--- src/rtl/guess_judge_if.sv ---
// Guess/target/feedback bundle between the input block, the judge and the display logic.
// master drives the guess, target and game control; slave returns the judgement and game status.
interface guess_judge_if;
    logic       confirm;
    logic [3:0] guess_digit_1;
    logic [3:0] guess_digit_2;
    logic [3:0] guess_digit_3;
    logic [3:0] target_digit_1;
    logic [3:0] target_digit_2;
    logic [3:0] target_digit_3;
    logic [1:0] max_digits;
    logic       new_game;
    logic       result_valid;
    logic       result_higher;
    logic       result_lower;
    logic       result_correct;
    logic [3:0] attempts_used;
    logic [3:0] attempts_left;
    logic       busy;
    logic       game_won;
    logic       game_over;

    modport master (
        output confirm, guess_digit_1, guess_digit_2, guess_digit_3,
        output target_digit_1, target_digit_2, target_digit_3, max_digits, new_game,
        input  result_valid, result_higher, result_lower, result_correct,
        input  attempts_used, attempts_left, busy, game_won, game_over
    );

    modport slave (
        input  confirm, guess_digit_1, guess_digit_2, guess_digit_3,
        input  target_digit_1, target_digit_2, target_digit_3, max_digits, new_game,
        output result_valid, result_higher, result_lower, result_correct,
        output attempts_used, attempts_left, busy, game_won, game_over
    );
endinterface

--- src/rtl/guess_judge.sv ---
// Judges a locked-in BCD guess against the target: higher/lower/correct, attempt count, won/lost.
// Result 3 edges after a confirm rise; confirm rises while busy or game over are dropped.
module guess_judge #(
    parameter int MAX_ATTEMPTS = 7
) (
    input  logic          clk,
    input  logic          reset,
    guess_judge_if.slave  bus
);
    typedef enum logic [2:0] {PLAY, CAPTURE, EVAL, WON, LOST} state_t;

    localparam logic [3:0] MAX_A = 4'(MAX_ATTEMPTS);

    state_t      state;
    state_t      state_nxt;
    logic        confirm_q;
    logic        confirm_rise;
    logic [1:0]  eff_digits;
    logic [11:0] guess_q;
    logic [11:0] target_num;
    logic [3:0]  used_q;
    logic [3:0]  used_nxt;
    logic        valid_q;
    logic        higher_q;
    logic        lower_q;
    logic        correct_q;

    // Digits above the active count are zeroed, so a 3-digit concatenation compares
    // hundreds first, then tens, then ones.
    function automatic logic [11:0] mask_num(input logic [3:0] d3, input logic [3:0] d2,
                                             input logic [3:0] d1, input logic [1:0] n);
        mask_num = {(n == 2'd3) ? d3 : 4'd0, (n >= 2'd2) ? d2 : 4'd0, d1};
    endfunction

    assign confirm_rise = bus.confirm & ~confirm_q;
    assign eff_digits   = (bus.max_digits == 2'd0) ? 2'd1 : bus.max_digits;
    assign target_num   = mask_num(bus.target_digit_3, bus.target_digit_2,
                                   bus.target_digit_1, eff_digits);
    assign used_nxt     = (used_q == MAX_A) ? MAX_A : used_q + 4'd1;

    always_ff @(posedge clk or posedge reset) begin
        if (reset) state <= PLAY;
        else       state <= state_nxt;
    end

    always_comb begin
        state_nxt = state;
        if (bus.new_game) begin
            state_nxt = PLAY;
        end else begin
            case (state)
                PLAY:    if (confirm_rise) state_nxt = CAPTURE;
                CAPTURE: state_nxt = EVAL;
                EVAL: begin
                    if (guess_q == target_num)   state_nxt = WON;
                    else if (used_nxt == MAX_A)  state_nxt = LOST;
                    else                         state_nxt = PLAY;
                end
                default: state_nxt = state;
            endcase
        end
    end

    always_comb begin
        bus.busy      = (state == CAPTURE) || (state == EVAL);
        bus.game_won  = (state == WON);
        bus.game_over = (state == WON) || (state == LOST);
    end

    always_ff @(posedge clk or posedge reset) begin
        if (reset) begin
            confirm_q <= 1'b0;
            guess_q   <= 12'd0;
            used_q    <= 4'd0;
            valid_q   <= 1'b0;
            higher_q  <= 1'b0;
            lower_q   <= 1'b0;
            correct_q <= 1'b0;
        end else begin
            confirm_q <= bus.confirm;
            valid_q   <= 1'b0;
            if (bus.new_game) begin
                used_q    <= 4'd0;
                higher_q  <= 1'b0;
                lower_q   <= 1'b0;
                correct_q <= 1'b0;
            end else if (state == CAPTURE) begin
                guess_q <= mask_num(bus.guess_digit_3, bus.guess_digit_2,
                                    bus.guess_digit_1, eff_digits);
            end else if (state == EVAL) begin
                valid_q   <= 1'b1;
                higher_q  <= target_num > guess_q;
                lower_q   <= target_num < guess_q;
                correct_q <= target_num == guess_q;
                used_q    <= used_nxt;
            end
        end
    end

    assign bus.result_valid   = valid_q;
    assign bus.result_higher  = higher_q;
    assign bus.result_lower   = lower_q;
    assign bus.result_correct = correct_q;
    assign bus.attempts_used  = used_q;
    assign bus.attempts_left  = MAX_A - used_q;
endmodule

--- src/flat_wrapper.sv ---
// flat-port wrapper written by rule: the top's interface ports become plain ports
module guess_judge_flat 
#(
    parameter int MAX_ATTEMPTS = 7
)
  (clk, reset, bus_confirm, bus_guess_digit_1, bus_guess_digit_2, bus_guess_digit_3, bus_target_digit_1, bus_target_digit_2, bus_target_digit_3, bus_max_digits, bus_new_game, bus_result_valid, bus_result_higher, bus_result_lower, bus_result_correct, bus_attempts_used, bus_attempts_left, bus_busy, bus_game_won, bus_game_over);
  guess_judge_if bus_i ();
  input  logic clk;
  input  logic reset;
  input wire logic [$bits(bus_i.confirm)-1:0] bus_confirm;
  input wire logic [$bits(bus_i.guess_digit_1)-1:0] bus_guess_digit_1;
  input wire logic [$bits(bus_i.guess_digit_2)-1:0] bus_guess_digit_2;
  input wire logic [$bits(bus_i.guess_digit_3)-1:0] bus_guess_digit_3;
  input wire logic [$bits(bus_i.target_digit_1)-1:0] bus_target_digit_1;
  input wire logic [$bits(bus_i.target_digit_2)-1:0] bus_target_digit_2;
  input wire logic [$bits(bus_i.target_digit_3)-1:0] bus_target_digit_3;
  input wire logic [$bits(bus_i.max_digits)-1:0] bus_max_digits;
  input wire logic [$bits(bus_i.new_game)-1:0] bus_new_game;
  output wire logic [$bits(bus_i.result_valid)-1:0] bus_result_valid;
  output wire logic [$bits(bus_i.result_higher)-1:0] bus_result_higher;
  output wire logic [$bits(bus_i.result_lower)-1:0] bus_result_lower;
  output wire logic [$bits(bus_i.result_correct)-1:0] bus_result_correct;
  output wire logic [$bits(bus_i.attempts_used)-1:0] bus_attempts_used;
  output wire logic [$bits(bus_i.attempts_left)-1:0] bus_attempts_left;
  output wire logic [$bits(bus_i.busy)-1:0] bus_busy;
  output wire logic [$bits(bus_i.game_won)-1:0] bus_game_won;
  output wire logic [$bits(bus_i.game_over)-1:0] bus_game_over;
  assign bus_i.confirm = bus_confirm;
  assign bus_i.guess_digit_1 = bus_guess_digit_1;
  assign bus_i.guess_digit_2 = bus_guess_digit_2;
  assign bus_i.guess_digit_3 = bus_guess_digit_3;
  assign bus_i.target_digit_1 = bus_target_digit_1;
  assign bus_i.target_digit_2 = bus_target_digit_2;
  assign bus_i.target_digit_3 = bus_target_digit_3;
  assign bus_i.max_digits = bus_max_digits;
  assign bus_i.new_game = bus_new_game;
  assign bus_result_valid = bus_i.result_valid;
  assign bus_result_higher = bus_i.result_higher;
  assign bus_result_lower = bus_i.result_lower;
  assign bus_result_correct = bus_i.result_correct;
  assign bus_attempts_used = bus_i.attempts_used;
  assign bus_attempts_left = bus_i.attempts_left;
  assign bus_busy = bus_i.busy;
  assign bus_game_won = bus_i.game_won;
  assign bus_game_over = bus_i.game_over;
  guess_judge #(.MAX_ATTEMPTS(MAX_ATTEMPTS)) u_core (.clk(clk), .reset(reset), .bus(bus_i));
endmodule
--- config.mk ---
export PLATFORM = sky130hd
export DESIGN_NAME = guess_judge_flat
export DESIGN_NICKNAME = d
export VERILOG_FILES = /design/src/rtl/guess_judge_if.sv /design/src/rtl/guess_judge.sv /design/src/flat_wrapper.sv
export SDC_FILE = /design/constraint.sdc
export NUM_CORES = 1
export LEC_CHECK = 0
export CAP_MARGIN = 10
export CELL_PAD_IN_SITES_DETAIL_PLACEMENT = 1
export CELL_PAD_IN_SITES_GLOBAL_PLACEMENT = 2
export CORE_MARGIN = 1
export CORE_UTILIZATION = 29
export CTS_CLUSTER_SIZE = 28
export DETAILED_ROUTE_END_ITERATION = 8
export PLACE_DENSITY = 0.94
export REMOVE_ABC_BUFFERS = 1
export SETUP_SLACK_MARGIN = 0.15
export SLEW_MARGIN = 10
export SYNTH_ARGS = -nofsm -noshare
export SYNTH_HDL_FRONTEND = slang
export SYNTH_SLANG_ARGS = --single-unit
export TNS_END_PERCENT = 20
--- constraint.sdc ---
create_clock -name clk -period 3.02 [get_ports clk]
set_input_delay 0.604 -clock clk [delete_from_list [all_inputs] [get_ports clk]]
set_output_delay 0.604 -clock clk [all_outputs]
set_load 0.05 [all_outputs]
==> results of run 1 <==
[sequential cells by signal (all words and copies together), names as in the netlist]
name / flops
u_core.bus.result_valid: 1
u_core.bus.result_higher: 1
u_core.confirm_q: 1
u_core.bus.attempts_used: 4
u_core.bus.result_correct: 1
u_core.state: 3
u_core.bus.result_lower: 1
u_core.guess_q: 12
[power by group through the flow]
| stage | Clock, W | Combinational (W) | Sequential, W |
|---|---|---|---|
| floorplan | 0 | 0.000142 | 0.000383 |
| finish | 0.000190 | 0.000231 | 0.000375 |
| CTS | 0.000203 | 0.000236 | 0.000376 |
| global route | 0.000213 | 0.000262 | 0.000381 |
| global placement | 0 | 0.000228 | 0.000381 |
| detailed placement | 0 | 0.000235 | 0.000383 |
[kinds of logic after synthesis]
kind of cell               count (synthesis)
adders and majority gates                 13
muxes                                      4
xor gates and xnor gates                   2
AOI/OAI and AO/OA                         34
buffers and inverters                     26
DFF                                       24
and+or+nand+nor                           54
[synthesized netlist by cell type (8+ instances only)]
cell | n | share of area
sky130_fd_sc_hd__nand2_1 | 17 | 0.045
sky130_fd_sc_hd__dfrtp_1 | 24 | 0.42
sky130_fd_sc_hd__inv_1 | 20 | 0.052
sky130_fd_sc_hd__o21ai_1 | 10 | 0.035
sky130_fd_sc_hd__ha_1 | 13 | 0.11
sky130_fd_sc_hd__a21oi_1 | 9 | 0.031
sky130_fd_sc_hd__nor2_1 | 8 | 0.021
sky130_fd_sc_hd__nand3_1 | 8 | 0.028
[layout make-up]
type,instances,area (um^2)
fill,547,2750
multi-input combinational,107,722
sequential,24,601
timing repair buffer,46,455
tap,67,83.8
inverter,20,75.1
clock buffer,3,41.3
[per-layer routing]
metal  vias to the layer above  GRT usage
met5                         -          0
met4                         0     0.0261
met3                         5     0.0208
met2                        32      0.239
met1                       570      0.175
li1                        629          -
[worst register-to-register path: stages, from the launching register on]
cell	delay [ps]
sky130_fd_sc_hd__dfrtp_1	470
sky130_fd_sc_hd__nand2b_1	240
sky130_fd_sc_hd__or3_1	660
sky130_fd_sc_hd__mux2_4	420
[worst paths after layout]
| path | slack [ps] | endpoint | depth (start not counted) | from |
|---|---|---|---|---|
| hold reg to reg | 490 | u_core.guess_q[5]$_DFFE_PP0P_ | 2 | u_core.guess_q[5]$_DFFE_PP0P_ |
| max in group asynchronous | 1600 | u_core.bus.result_higher$_DFFE_PP0P_ | 2 | reset |
| setup reg to reg | 1120 | u_core.guess_q[2]$_DFFE_PP0P_ | 3 | u_core.state[2]$_DFFE_PP0P_ |
| hold / removal | 490 | u_core.guess_q[5]$_DFFE_PP0P_ | 2 | u_core.guess_q[5]$_DFFE_PP0P_ |
| setup / recovery | 450 | bus_game_over | 3 | u_core.state[2]$_DFFE_PP0P_ |
| min in group asynchronous | 850 | u_core.guess_q[0]$_DFFE_PP0P_ | 2 | reset |
[metrics by stage]
stage | area [um^2] | setup slack, ps | hold slack (ps) | power [W] | utilization
floorplan | 1400 | 1020 | 456 | 0.000525 | -
global placement | 1940 | 422 | 469 | 0.000608 | 0.410
detailed placement | 1940 | 298 | 476 | 0.000618 | 0.410
CTS | 1980 | 444 | 496 | 0.000816 | 0.419
global route | 1980 | 388 | 524 | 0.000856 | 0.419
finish | 1980 | 453 | 489 | 0.000797 | 0.419
==> impl_metrics.csv, run 1 <==
group,metric,value,unit
cts,cts_sinks,24,
grt,grt_util_all_layers,0.135,
power_and_ir_drop,static-leakage-power,0.877,nW
logic_synthesis,synth_enable_flop_cells,0,
timing,fmaxAchievable,0.390,GHz
timing,setup-tns-final,0,ps
timing,final_critical_path_time_including_i_o_delays_and_setup,2570,ps
logic_synthesis,post_synth_and_or_nand_nor_area_fraction,0.193,
grt,grt_remaining_overflow,0,
layout,antenna-diode-count,0,
critical_path,critPathKind,"reg -> out",
cts,cts_buffer_depth,2,
power_and_ir_drop,power_report.internal_total,0.000561,W
job,maxCapViolations,0,
cts,cts-hold-fix-buffers,0,
critical_path,critical_path.cell_chain,"nand2b_1 -> o22ai_1 -> clkdlybuf4s50_1",
cts,root_buffer,"sky130_fd_sc_hd__clkbuf_8",
logic_synthesis,synthesis.instances,157,
critical_path,critPathBufInv,1,
routing,highest_layer,"met4",
timing,timing.final.hold_violations,0,
routing,initialDrtViolationCount,59,
logic_synthesis,synth-adder-area-share,0.114,
layout,mostFrequentLayoutCell,"sky130_fd_sc_hd__clkdlybuf4s50_1",
place,portBuffers,44,
run_status,status,"finished, final reports clean",
routing,detail_route.wirelength.met1,1630,um
floorplanning,floorplan.initialDensity,0.303,
cts,cts_post_setup_buffers_inserted,0,
logic_synthesis,yosys-mux-area-fraction,0.0420,
timing,setup_repair_after_global_routing_missed_its_margin,"false",
place,gp_congestion,0.808,
critical_path,worstSetupEndpointType,"primary output",
grt,number_of_global_route_vias_before_repair,1231,
logic_synthesis,synth-async-reset-ratio,1.00,
routing,drt-pass1-iter-count,3,
power_and_ir_drop,clockPowerShare,0.239,
layout,finalNetCount,245,
grt,first_pass_grt_wire_length,5620,um
timing,tightest_slew,938,ps
logic_synthesis,compound_cell_area_share_of_the_yosys_netlist,0.143,
logic_synthesis,post_synth_instance_area,0.00143,mm^2
critical_path,cp_data_arrival_time,1960,ps
logic_synthesis,ys_seq_elements,24,
layout,fin_cells,267,
logic_synthesis,synthXorXnorAreaFrac,0.0122,
timing,crit_share_post_route,0.850,
routing,drtAntennaViolNets,0,
worst_hold_path,worst_hold_path_type,"reg -> reg",
layout,drive_above_1_share,0.0500,
layout,area_growth_syn_to_layout,38.2,%
critical_path,critPathMaxFanout,8,
power_and_ir_drop,worst_ir_drop_vdd,0.138,mV
grt,grt_antenna_before_repair,0,
timing,max_slew_margin,0.374,
routing,wirelength,3330,um
logic_synthesis,post_synth_num_cell_types,37,
power_and_ir_drop,net-switching-power,0.000236,W
cts,clk_transition_reported_paths,90,ps
routing,drt-wirelength-per-cell,12.5,um
critical_path,cp_top_family,"buffers and inverters",
routing,via_per_inst,4.63,
power_and_ir_drop,power_frac_comb,0.290,
floorplanning,die_h,72.3,um
routing,vias,1236,
cts,cts-resized-gates,0,
logic_synthesis,synth.yosys.seq_area_share,0.420,
timing,slew_violations,0,
layout,mostFrequentLayoutCells,"sky130_fd_sc_hd__clkdlybuf4s50_1 (44), sky130_fd_sc_hd__dfrtp_1 (24), sky130_fd_sc_hd__inv_1 (20), sky130_fd_sc_hd__nand2_1 (17), sky130_fd_sc_hd__ha_1 (13)",
timing,worst_clock_skew,4.05,ps
logic_synthesis,synth_ff_type,"sky130_fd_sc_hd__dfrtp_1",
logic_synthesis,combinational_family_with_the_most_area_after_synthesis,"simple AND/OR/NAND/NOR gates",
routing,met2WireLength,1560,um
cts,cts_inserted_buffers,3,
timing,final-setup-viol-count,0,
cts,cts_tree,"built",
critical_path,critPathRequiredTime,2420,ps
floorplanning,num_io_pins,45,
routing,route.detailed.drc,0,
place,dp.final_hpwl,2650,um
logic_synthesis,syn_avg_cell_area,9.12,um^2
floorplanning,core_region_area,0.00472,mm^2
floorplanning,fp-row-count,25,
critical_path,crit_path_top_delay_cell,"sky130_fd_sc_hd__clkdlybuf4s50_1",
power_and_ir_drop,power.density_cell_area,403,mW/mm^2
logic_synthesis,yosysWarnings,0,
power_and_ir_drop,p_sw_frac,0.296,
routing,met3WireLength,115,um
grt,grt_max_degree,25,
floorplanning,fp.dieW,72.3,um
critical_path,startpoint_type,"flop",
floorplanning,design.die.area,0.00522,mm^2
cts,htree_num_levels,1,
cts,clk_lat_worst_skew,260,ps
critical_path,crit_path_max_incr_delay,820,ps
power_and_ir_drop,sequentialPowerShare,0.471,
place,post-place-cells,264,
Note: power is estimated with default switching activity, not from simulation.
==> inputs of run 2 (changes only) <==
Settings changed: CORE_UTILIZATION 29 to 24, PLACE_DENSITY 0.94 to 0.85.
Clock period 3.02 ns to 2.29 ns, I/O delays scaled along.
==> impl_metrics.csv, run 2 (same netlist as run 1, synthesis figures left out) <==
group,metric,value,unit
timing,final_critical_path_time_including_i_o_delays_and_setup,2090,ps
critical_path,cp_top_family,"compound AO/OA/AOI/OAI gates",
critical_path,startpoint,"bus_target_digit_2[3]",
place,pre_cts_ws,-269,ps
cts,cts_inserted_buffers,3,
floorplanning,floorplan.initialDensity,0.254,
layout,mostFrequentLayoutCells,"sky130_fd_sc_hd__clkdlybuf4s50_1 (39), sky130_fd_sc_hd__dfrtp_1 (24), sky130_fd_sc_hd__inv_1 (20), sky130_fd_sc_hd__nand2_1 (17), sky130_fd_sc_hd__ha_1 (11)",
job,maxCapViolations,0,
routing,vias,1250,
critical_path,critical_path.cell_chain,"clkdlybuf4s50_1 -> and2_1 -> ha_1 -> nand4_1 -> nor2_1 -> a221o_1 -> o21a_1",
critical_path,timing.reg2reg.worst_path_depth,6,
cts,cts-hold-fix-buffers,0,
power_and_ir_drop,power.density_cell_area,579,mW/mm^2
cts,cts_buffer_depth,2,
grt,grt_remaining_overflow,0,
place,portBuffers,44,
layout,finalNetCount,250,
layout,area_growth_syn_to_layout,45.8,%
critical_path,cp.depth,7,
critical_path,critPathRequiredTime,2450,ps
routing,route.detailed.drc,0,
routing,drt-pass1-iter-count,3,
routing,drtAntennaViolNets,0,
floorplanning,num_io_pins,45,
grt,grt_max_degree,25,
cts,clk_lat_worst_skew,270,ps
timing,final-setup-viol-count,0,
critical_path,critPathMaxFanout,4,
grt,grt_util_all_layers,0.118,
critical_path,crit_path_max_incr_delay,400,ps
floorplanning,core_region_area,0.00564,mm^2
timing,worst_clock_skew,2.98,ps
grt,first_pass_grt_wire_length,5660,um
place,dp.final_hpwl,2740,um
timing,max_slew_margin,0.665,
grt,grt_antenna_before_repair,0,
worst_hold_path,hold_path_depth,2,
layout,antenna-diode-count,0,
layout,drive_above_1_share,0.117,
floorplanning,fp-row-count,27,
worst_hold_path,worst_hold_path_type,"reg -> reg",
critical_path,cp_data_arrival_time,2250,ps
place,gp_congestion,0.719,
routing,initialDrtViolationCount,38,
cts,root_buffer,"sky130_fd_sc_hd__clkbuf_8",
cts,cts_tree,"built",
cts,cts_sinks,24,
cts,clk_transition_reported_paths,90,ps
layout,largest_reg_flops,12,
layout,mostFrequentLayoutCell,"sky130_fd_sc_hd__clkdlybuf4s50_1",
critical_path,crit_path_top_delay_cell,"sky130_fd_sc_hd__clkdlybuf4s50_1",
critical_path,worstSetupEndpointType,"flop",
grt,number_of_global_route_vias_before_repair,1233,
timing,layout_setup_ws,196,ps
timing,hold_ws,494,ps
routing,wirelength,3460,um
routing,via_per_inst,4.50,
timing,setup-tns-final,0,ps
worst_hold_path,holdCritStartpoint,"u_core.guess_q[8]$_DFFE_PP0P_",
run_status,status,"finished, final reports clean",
timing,crit_share_post_route,0.914,
critical_path,critPathKind,"in -> reg",
timing,setup_repair_after_global_routing_missed_its_margin,"true",
timing,tightest_slew,501,ps
timing,slew_violations,0,
timing,timing.final.hold_violations,0,
floorplanning,fp.dieW,79.2,um
routing,drt-wirelength-per-cell,12.4,um
cts,htree_num_levels,1,
floorplanning,design.die.area,0.00628,mm^2
critical_path,startpoint_type,"input port",
floorplanning,die_h,79.2,um
critical_path,r2r-start,"u_core.guess_q[7]$_DFFE_PP0P_",
critical_path,critPathBufInv,1,
layout,regMostFlops,"u_core.guess_q",
power_and_ir_drop,static-leakage-power,0.933,nW
power_and_ir_drop,worst_ir_drop_vdd,0.244,mV
timing,fmaxAchievable,0.478,GHz
## run 2: changes by cell type in the layout (fill, tap and decap cells not counted), moves of 2 or more
| cell | previous run | this run |
|---|---|---|
| sky130_fd_sc_hd__ha_4 | 0 | 2 |
| sky130_fd_sc_hd__buf_4 | 2 | 10 |
| sky130_fd_sc_hd__clkdlybuf4s50_1 | 44 | 39 |
| sky130_fd_sc_hd__ha_1 | 13 | 11 |
## run 2: through the flow
step	cell area (um^2)	total power, W	std cells	util
CTS	2050	0.00122	278	0.364
global placement	1970	0.000818	274	0.350
floorplan	1400	0.000693	151	-
global route	2090	0.00129	278	0.370
finish	2090	0.00121	278	0.370
detailed placement	1970	0.000831	274	0.350
## run 2: final timing paths
kind	endpoint	slack [ps]
max	u_core.bus.result_higher$_DFFE_PP0P_	200
min reg2reg	u_core.guess_q[8]$_DFFE_PP0P_	490
min	u_core.guess_q[8]$_DFFE_PP0P_	490
max in group asynchronous	u_core.guess_q[7]$_DFFE_PP0P_	1510
min in group asynchronous	u_core.guess_q[0]$_DFFE_PP0P_	540
max reg2reg	u_core.bus.result_higher$_DFFE_PP0P_	520
## run 2: repair_timing
| item | 4_1_cts | 5_1_grt |
|---|---|---|
| cloned | 0 | 0 |
| endpoints found under the setup margin | 6 | 6 |
| buffers inserted | 0 | 0 |
| pin swaps | 0 | 4 |
| resized for setup | 3 | 4 |
## run 2: report_power, final
part	switching, W	leakage [nW]	internal, W	total, W
Clock	0.000141	0.0357	0.000234	0.000375
Sequential	0.0000271	0.319	0.000468	0.000496
Combinational	0.000168	0.578	0.000170	0.000338
## run 2: final cells by class
class                           count  area (um^2)
Inverter                           20         75.1
Clock buffer                        3         41.3
Tap cell                           72         90.1
Sequential cell                    24          601
Fill cell                         662         3550
Timing Repair Buffer               51          487
Multi-Input combinational cell    107          763
Clock inverter                      1         30.0
## run 2: tightest hold or removal path, cell delays in order (launching register included)
cell	delay, ps
sky130_fd_sc_hd__dfrtp_1	350
sky130_fd_sc_hd__nand2_1	50
sky130_fd_sc_hd__o21ai_1	60
## run 2: layer usage
layer | part of all wire | wire (um) | global-route usage | vias up
li1 | - | - | - | 644
met1 | 0.47 | 1620 | 0.147 | 576
met2 | 0.49 | 1700 | 0.207 | 28
met3 | 0.036 | 126 | 0.0253 | 2
met4 | 0.0029 | 10 | 0.0218 | 0
met5 | 0 | 0 | 0 | -
==> inputs of run 3 (changes only) <==
Settings changed: CORE_UTILIZATION 24 to 27, PLACE_DENSITY 0.85 to 0.89.
Clock period 2.29 ns to 2 ns, I/O delays scaled along.
==> impl_metrics.csv, run 3 (same netlist as run 1, synthesis figures left out) <==
group,metric,value,unit
routing,drt-wirelength-per-cell,13.0,um
place,portBuffers,44,
cts,cts_sinks,24,
routing,initialDrtViolationCount,67,
floorplanning,fp-row-count,26,
critical_path,timing.reg2reg.worst_path_depth,5,
routing,wirelength,3700,um
layout,finalNetCount,258,
run_status,status,"finished, final reports clean",
cts,cts_buffer_depth,2,
layout,fin_cells,284,
timing,tightest_slew,501,ps
power_and_ir_drop,power_report.internal_total,0.00105,W
timing,max_slew_margin,0.665,
layout,mostFrequentLayoutCells,"sky130_fd_sc_hd__clkdlybuf4s50_1 (32), sky130_fd_sc_hd__dfrtp_1 (24), sky130_fd_sc_hd__inv_1 (20), sky130_fd_sc_hd__nand2_1 (17), sky130_fd_sc_hd__buf_4 (15)",
grt,grt_antenna_before_repair,0,
power_and_ir_drop,p_sw_frac,0.288,
timing,crit_share_post_route,0.952,
place,dp.final_hpwl,2630,um
power_and_ir_drop,clockPowerShare,0.293,
floorplanning,core_region_area,0.00511,mm^2
critical_path,critPathRequiredTime,1600,ps
place,gp_congestion,0.691,
layout,regMostFlops,"u_core.guess_q",
layout,layout.cell_area.non_filler,0.00226,mm^2
power_and_ir_drop,static-leakage-power,1.03,nW
routing,route.detailed.drc,0,
critical_path,startpoint_type,"flop",
critical_path,critPathKind,"reg -> out",
cts,clk_transition_reported_paths,100,ps
grt,grt_remaining_overflow,0,
grt,first_pass_grt_wire_length,6330,um
critical_path,critPathMaxFanout,5,
timing,final-setup-viol-count,0,
cts,cts_inserted_buffers,3,
critical_path,critPathBufInv,1,
job,maxCapViolations,0,
power_and_ir_drop,power.density_cell_area,652,mW/mm^2
timing,layout_setup_ws,95.4,ps
grt,grt_util_all_layers,0.151,
critical_path,cp_top_family,"buffers and inverters",
grt,grt_max_degree,25,
critical_path,crit_path_max_incr_delay,820,ps
critical_path,cp_data_arrival_time,1500,ps
layout,drive_above_1_share,0.201,
cts,root_buffer,"sky130_fd_sc_hd__clkbuf_8",
routing,drtAntennaViolNets,0,
worst_hold_path,worst_hold_path_type,"in -> async",
timing,final_critical_path_time_including_i_o_delays_and_setup,1900,ps
layout,antenna-diode-count,0,
critical_path,worstSetupEndpointType,"primary output",
place,dpl-instance-area,0.00201,mm^2
layout,final.fill_count,590,
timing,timing.final.hold_violations,0,
power_and_ir_drop,worst_ir_drop_vdd,0.344,mV
floorplanning,floorplan.initialDensity,0.280,
power_and_ir_drop,sequentialPowerShare,0.384,
critical_path,cp.depth,1,
critical_path,critical_path.cell_chain,"clkdlybuf4s50_1",
routing,drt-pass1-iter-count,4,
routing,via_per_inst,4.58,
layout,largest_reg_flops,12,
floorplanning,design.die.area,0.00560,mm^2
timing,slew_violations,0,
place,pre_cts_ws,-380,ps
floorplanning,num_io_pins,45,
floorplanning,die_h,74.8,um
critical_path,regToRegSetupSlack,290,ps
cts,htree_num_levels,1,
layout,area_growth_syn_to_layout,58.2,%
routing,vias,1300,
critical_path,crit_path_top_delay_cell,"sky130_fd_sc_hd__clkdlybuf4s50_1",
place,post-place-cells,274,
layout,mostFrequentLayoutCell,"sky130_fd_sc_hd__clkdlybuf4s50_1",
grt,number_of_global_route_vias_before_repair,1379,
power_and_ir_drop,net-switching-power,0.000426,W
power_and_ir_drop,power_frac_comb,0.323,
timing,setup_repair_after_global_routing_missed_its_margin,"true",
floorplanning,fp.dieW,74.8,um
timing,worst_clock_skew,13.9,ps
timing,fmaxAchievable,0.525,GHz
cts,cts_tree,"built",
cts,clk_lat_worst_skew,270,ps
## run 3: changes by cell type in the layout (fill, tap and decap cells not counted), moves of 3 or more
| cell | previous run | this run |
|---|---|---|
| sky130_fd_sc_hd__ha_1 | 11 | 8 |
| sky130_fd_sc_hd__buf_12 | 0 | 3 |
| sky130_fd_sc_hd__clkdlybuf4s50_1 | 39 | 32 |
| sky130_fd_sc_hd__buf_4 | 10 | 15 |
| sky130_fd_sc_hd__ha_4 | 2 | 5 |
| sky130_fd_sc_hd__buf_6 | 0 | 4 |
## run 3: final timing paths
path / to / from
worst max-delay path: bus_attempts_used[3] / u_core.bus.attempts_used[3]$_DFFE_PP0P_
worst min-delay path: u_core.guess_q[8]$_DFFE_PP0P_ / reset
worst max register to register: u_core.guess_q[7]$_DFFE_PP0P_ / u_core.state[2]$_DFFE_PP0P_
worst min register to register: u_core.guess_q[10]$_DFFE_PP0P_ / u_core.guess_q[10]$_DFFE_PP0P_
max in group asynchronous: u_core.bus.attempts_used[3]$_DFFE_PP0P_ / reset
min in group clk: u_core.guess_q[10]$_DFFE_PP0P_ / u_core.guess_q[10]$_DFFE_PP0P_
## run 3: per-layer routing
metal / track usage / vias up / part of all wire
li1: - / 660 / -
met1: 0.178 / 607 / 0.42
met2: 0.282 / 31 / 0.54
met3: 0.0375 / 2 / 0.036
met4: 0.0189 / 0 / 0.0054
met5: 0 / - / 0
## run 3: stage by stage
stage | util | hold slack, ps | setup TNS, ps | total power [W]
floorplan | - | 415 | 0 | 0.000793
CTS | 0.442 | 484 | 0 | 0.00148
global placement | 0.394 | 467 | -1510 | 0.000947
finish | 0.443 | 464 | 0 | 0.00148
detailed placement | 0.394 | 479 | -1930 | 0.000963
global route | 0.443 | 520 | 0 | 0.00156
## run 3: repair_timing
action | 4_1_cts | 5_1_grt
cloned | 0 | 0
buffers inserted | 6 | 0
gates resized for setup | 25 | 2
pin swaps | 15 | 5
endpoints found under the setup margin | 11 | 13
hold buffers | 0 | 0
## run 3: power by group through the flow
stage / sequential, W / combinational [W] / clock, W
detailed placement: 0.000577 / 0.000386 / 0
global route: 0.000574 / 0.000530 / 0.000459
CTS: 0.000568 / 0.000473 / 0.000443
finish: 0.000567 / 0.000477 / 0.000433
global placement: 0.000575 / 0.000372 / 0
floorplan: 0.000578 / 0.000215 / 0
## run 3: layout make-up
cell class	count	area, um^2	share of cell area
Tap cell	70	87.6	0.0387
Timing Repair Buffer	59	591	0.261
Multi-Input combinational cell	107	840	0.371
Inverter	20	75.1	0.0331
Clock inverter	1	30.0	0.0133
Clock buffer	3	41.3	0.0182
Sequential cell	24	601	0.265
